[config.mk]
export PLATFORM = sky130hd
export DESIGN_NAME = line_window_buffer
export DESIGN_NICKNAME = d
export VERILOG_FILES = /design/src/rtl/line_window_buffer.sv
export SDC_FILE = /design/constraint.sdc
export NUM_CORES = 2
export LEC_CHECK = 0
export ABC_CLOCK_PERIOD_IN_PS = 95000
export BUFFER_PORTS_ARGS = -buffer_cell sky130_fd_sc_hd__buf_4
export CAP_MARGIN = 25
export CELL_PAD_IN_SITES_DETAIL_PLACEMENT = 0
export CELL_PAD_IN_SITES_GLOBAL_PLACEMENT = 2
export CORE_UTILIZATION = 40
export DETAILED_ROUTE_END_ITERATION = 6
export GPL_TIMING_DRIVEN = 0
export PLACE_DENSITY_LB_ADDON = 0.12
export SETUP_SLACK_MARGIN = 0.2
export SYNTH_ARGS = -nofsm -noshare
export SYNTH_HDL_FRONTEND = slang
export SYNTH_SLANG_ARGS = --single-unit
[constraint.sdc]
create_clock -name clk -period 95 [get_ports clk]
set_clock_uncertainty 0.05 [all_clocks]
set_input_delay 4.75 -clock clk [delete_from_list [all_inputs] [get_ports clk]]
set_output_delay 4.75 -clock clk [all_outputs]
set_load 0.05 [all_outputs]
[src/rtl/line_window_buffer.sv]
// line_window_buffer
//   Multi-row line buffer for the convolution datapath. Accepts one raster
//   pixel per beat and presents K vertically aligned taps per beat: the
//   newest pixel plus the same column from the previous K-1 lines.
//
// Ports
//   clk          clock
//   rst          asynchronous, active-high reset
//   clear        synchronous flush; also latches cfg_line_len
//   cfg_line_len active line length, sampled only on clear (0 or >MAX_LINE
//                selects MAX_LINE)
//   in_valid     input beat valid
//   in_ready     buffer can accept a beat
//   in_data      input pixel
//   out_valid    tap vector valid
//   out_ready    downstream accepts the tap vector
//   out_taps     tap k in bits [k*DATA_WIDTH +: DATA_WIDTH]; tap 0 newest,
//                tap k is k lines earlier in the same column
//   out_col      column index of the tap vector
//   fill_lines   completed lines stored, saturating at K-1
module line_window_buffer #(
  parameter int unsigned DATA_WIDTH = 8,
  parameter int unsigned K          = 3,
  parameter int unsigned MAX_LINE   = 64,
  parameter int unsigned LW         = $clog2(MAX_LINE + 1)
) (
  input  logic                    clk,
  input  logic                    rst,
  input  logic                    clear,
  input  logic [LW-1:0]           cfg_line_len,
  input  logic                    in_valid,
  output logic                    in_ready,
  input  logic [DATA_WIDTH-1:0]   in_data,
  output logic                    out_valid,
  input  logic                    out_ready,
  output logic [K*DATA_WIDTH-1:0] out_taps,
  output logic [LW-1:0]           out_col,
  output logic [$clog2(K):0]      fill_lines
);

  localparam int unsigned NROW = K - 1;
  localparam int unsigned TAPW = K * DATA_WIDTH;
  localparam int unsigned FW   = $clog2(K) + 1;
  localparam int unsigned AW   = (MAX_LINE > 1) ? $clog2(MAX_LINE) : 1;

  // ---------------------------------------------------------------------
  // State
  // ---------------------------------------------------------------------
  logic [DATA_WIDTH-1:0] r_row [NROW][MAX_LINE];
  logic [LW-1:0]         r_col;
  logic [FW-1:0]         r_fill;
  logic [LW-1:0]         r_line_len;
  logic                  r_out_valid;
  logic [TAPW-1:0]       r_out_taps;
  logic [LW-1:0]         r_out_col;

  // ---------------------------------------------------------------------
  // Combinational helpers
  // ---------------------------------------------------------------------
  logic                  w_accept;
  logic                  w_xfer;
  logic                  w_last_col;
  logic                  w_fill_full;
  logic [AW-1:0]         w_addr;
  logic [LW-1:0]         w_len_clamped;
  logic [DATA_WIDTH-1:0] w_rd [NROW];
  logic [TAPW-1:0]       w_taps_next;

  // Single output register: a beat can enter whenever the register is
  // empty or is being drained this cycle. clear does not gate readiness.
  assign in_ready    = !r_out_valid || out_ready;
  assign w_accept    = in_valid && in_ready;
  assign w_xfer      = r_out_valid && out_ready;

  // Column pointer never exceeds MAX_LINE-1, so the low bits address a row.
  assign w_addr      = r_col[AW-1:0];
  assign w_last_col  = (r_col == (r_line_len - LW'(1)));
  assign w_fill_full = (r_fill == FW'(NROW));

  // Out-of-range line lengths fall back to the full storage depth.
  assign w_len_clamped = ((cfg_line_len == LW'(0)) || (cfg_line_len > LW'(MAX_LINE)))
                         ? LW'(MAX_LINE) : cfg_line_len;

  // Pre-write read of every row at the current column.
  always_comb begin
    for (int k = 0; k < NROW; k++) begin
      w_rd[k] = r_row[k][w_addr];
    end
  end

  // Tap vector for the accepted beat: newest pixel, then older rows.
  always_comb begin
    w_taps_next = '0;
    w_taps_next[0 +: DATA_WIDTH] = in_data;
    for (int k = 1; k < K; k++) begin
      w_taps_next[k*DATA_WIDTH +: DATA_WIDTH] = w_rd[k-1];
    end
  end

  // ---------------------------------------------------------------------
  // Row storage: each row is a circular memory indexed by column; an
  // accepted beat pushes the column one row deeper (row k <- row k-1).
  // clear leaves contents alone; stale data is masked by r_fill.
  // ---------------------------------------------------------------------
  always_ff @(posedge clk or posedge rst) begin
    if (rst) begin
      for (int k = 0; k < NROW; k++) begin
        for (int a = 0; a < MAX_LINE; a++) begin
          r_row[k][a] <= '0;
        end
      end
    end else if (!clear && w_accept) begin
      r_row[0][w_addr] <= in_data;
      for (int k = 1; k < NROW; k++) begin
        r_row[k][w_addr] <= w_rd[k-1];
      end
    end
  end

  // ---------------------------------------------------------------------
  // Column pointer, fill tracker and latched line length.
  // Wrap and fill increment happen on the same accepted beat.
  // ---------------------------------------------------------------------
  always_ff @(posedge clk or posedge rst) begin
    if (rst) begin
      r_col      <= '0;
      r_fill     <= '0;
      r_line_len <= LW'(MAX_LINE);
    end else if (clear) begin
      r_col      <= '0;
      r_fill     <= '0;
      r_line_len <= w_len_clamped;
    end else if (w_accept) begin
      if (w_last_col) begin
        r_col <= '0;
        if (!w_fill_full) begin
          r_fill <= r_fill + FW'(1);
        end
      end else begin
        r_col <= r_col + LW'(1);
      end
    end
  end

  // ---------------------------------------------------------------------
  // Output register. Valid only once every tap holds a real line; taps
  // and column hold while stalled because no beat is accepted then.
  // ---------------------------------------------------------------------
  always_ff @(posedge clk or posedge rst) begin
    if (rst) begin
      r_out_valid <= 1'b0;
      r_out_taps  <= '0;
      r_out_col   <= '0;
    end else if (clear) begin
      r_out_valid <= 1'b0;
    end else if (w_accept) begin
      r_out_valid <= w_fill_full;
      r_out_taps  <= w_taps_next;
      r_out_col   <= r_col;
    end else if (w_xfer) begin
      r_out_valid <= 1'b0;
    end
  end

  assign out_valid  = r_out_valid;
  assign out_taps   = r_out_taps;
  assign out_col    = r_out_col;
  assign fill_lines = r_fill;

endmodule

==> results.json <==
{
  "die-area_um2": 123000,
  "syn_area_um2": 48500,
  "post_cts_buffers": 0,
  "max_freq_ghz": 0.0991,
  "clock-root-buffer": "clkbuf_16",
  "power_mw": 1.09,
  "r2r_setup_slack_ps": 89510,
  "synth_top_cell_area_share_pct": 55.3,
  "drt-wirelength-per-cell_um": 37.8,
  "cp_num_buf_inv": 2,
  "hold_viol_final": 0,
  "synth_ff_type": "dfrtp_1",
  "use_met3_pct": 8.26,
  "critical_path_class": "in2out",
  "period_minus_slack_ps": 10090,
  "whs_ps": 425,
  "numCtsBuffers": 120,
  "setup_viol": 0,
  "grt_use_met1_pct": 52.6,
  "final_area_um2": 55900,
  "avgSynthCellArea_um2": 11.8,
  "fin_tns_setup_ps": 0,
  "synth.largest_area_cell": "dfrtp_1",
  "rows": 127,
  "synth-edff-count": 0,
  "initial_utilization_pct": 40.4,
  "fin_cells": 6049,
  "leakagePower_nw": 25.7,
  "grt_setup_unrepaired": "no",
  "yosys-top-cells-area": "dfrtp_1 55%, mux2_2 14%, a21oi_1 4.1%, mux4_2 3.6%, nor2_1 3.4%",
  "wirelength_mm": 229,
  "ios": 56,
  "clkLatencyLatePin_ps": 770,
  "async_flop_share_pct": 100,
  "cts_resized": 0,
  "busiest_layer": "met2",
  "synth-seq-area-share_pct": 55.3,
  "placed_area_um2": 51900,
  "hp-class": "reg2reg",
  "path_clk_slew_ps": 60,
  "fin_crit_sh_pct": 10.6,
  "maxSlewViolCount": 0,
  "required_ps": 90200,
  "ys_warn_count": 0,
  "cp-end-kind": "output pin",
  "drt-vias-per-instance": 6.26,
  "drc": 0,
  "cts_tree": "yes",
  "synth-seq-cells": 1073,
  "port_buffers": 47,
  "utilization_pct": 46.5,
  "syn-num-nets": 4124,
  "cp_top_family": "buffers and inverters",
  "dp_cells": 5814,
  "grt_util_met2_pct": 55.4,
  "first_pass_iters": 7,
  "slowest_stage": "buf_4",
  "grt.overflow.total": 0,
  "powerDensity_nw_per_um2": 19.5,
  "synth_cells": 4100,
  "slowest_delay_ps": 230,
  "cts.sink_count": 1073,
  "final_nets": 4350,
  "vdd_drop_max_v": 0.0000146,
  "critPathLaunchType": "input port",
  "relSlewSlack_pct": 13.9,
  "vias": 37800,
  "postCtsHoldBufs": 0,
  "setup_ws_ps": 84910,
  "clockBufferDepth": 3,
  "maxCapViolCount": 0,
  "yosysMostFrequentCell": "dfrtp_1",
  "core_region_area_um2": 120000,
  "grt_pass1_wl_mm": 313,
  "areaGrowthSynthToFinish_pct": 15.2,
  "status": "finished, final reports clean",
  "yosysUniqueCellTypes": 83,
  "grt_pass1_vias": 36400,
  "pre_cts_ws_ps": 84920,
  "worst-slew-pin-transition_ps": 1290,
  "grt_util_all_layers_pct": 37.4,
  "path_cells": "buf_4, nand2b_1, buf_4",
  "arrival_ps": 5290,
  "drtAntennaViolNets": 0,
  "hpwl_mm": 162,
  "htree_levels": 3,
  "die_x_um": 350,
  "grt_max_degree": 123,
  "drive_above_1_share_pct": 27.4,
  "cp_max_fo": 5,
  "die_y_um": 350,
  "place.gp.congestion": 0.939,
  "antenna_found_initial": 17,
  "drtIter0Drc": 5096,
  "synth_common_cells": "1072 x dfrtp_1, 603 x mux2_2, 441 x nor2_1, 394 x a21oi_1, 251 x nand2_1",
  "crit_top_cell": "buf_4"
}
==> sequential cells by signal (all words and copies together) (netlist names) <==
| register | flops |
|---|---|
| r_col | 7 |
| fill_lines | 3 |
| out_col | 7 |
| r_line_len | 7 |
| r_row | 1024 |
| out_valid | 1 |
| out_taps | 24 |
==> worst paths after layout <==
path,start,endpoint,depth (start not counted)
max,out_ready,in_ready,3
min,r_row[413],r_row[413],2
max reg2reg,r_col[1],out_taps[20],11
min reg2reg,r_row[413],r_row[413],2
max in group asynchronous,rst,r_row[361],5
min in group asynchronous,rst,r_col[0],2
==> cells by family (layout without fill, tap and decap cells) <==
logic type,after synthesis,after routing,share of synthesized area [%]
other cells,0,11,0
mux,828,828,20.7
xor+xnor,6,6,0.108
simple gates,808,808,6.88
compound gates,980,980,12.6
flops,1073,1073,55.3
buf+inv,401,727,4.29
fa+ha+maj,4,4,0.103
==> final cells by class <==
type                       count  area, µm²
multi-input combinational   2626      19600
clock inverter                22        230
antenna                       11       27.5
clock buffer                 200       3710
tap                         1612       2020
buffer                       392       2060
timing repair buffer         104       1340
sequential                  1073      26900
inverter                       9       41.3
fill                       11300      64200
==> metal layers <==
layer / routed length (µm) / vias to the layer above / share of wire (%)
li1: - / 15300 / -
met1: 96700 / 20000 / 42
met2: 99600 / 2113 / 44
met3: 21200 / 442 / 9.3
met4: 11100 / 10 / 4.9
met5: 62 / - / 0.027
==> placed cells by master, fill, tap and decap left out, drive strengths merged, types with 10 or more instances in the layout <==
cell type	Yosys	final
a21oi	395	395
a221oi	93	93
a22o	30	30
a22oi	75	75
a31oi	19	19
buf	217	321
clkbuf	175	375
clkinv	0	15
dfrtp	1072	1072
diode	0	11
inv	9	10
mux2	619	619
mux2i	130	130
mux4	79	79
nand2	253	253
nand2b	10	10
nand3	30	30
nor2	442	442
nor2b	11	11
nor3	15	15
o211ai	10	10
o21ai	199	199
o221ai	12	12
o22ai	68	68
==> worst register-to-register path, stage by stage, from the launching register on <==
cell and delay, ps:
dfrtp_1 600, buf_4 320, buf_6 230, buf_4 360, buf_4 400, buf_2 770, buf_2 700, mux4_2 420
mux2i_1 430, o22ai_1 160, nor3_1 700, a41oi_1 210
==> power by group <==
group | internal [mW] | switching, mW | leakage, nW
Sequential | 0.472 | 0.00952 | 14.8
Combinational | 0.0363 | 0.0991 | 8.96
Clock | 0.274 | 0.201 | 1.93
Total | 0.783 | 0.310 | 25.7
No activity file was read; power rests on OpenSTA's default activity.
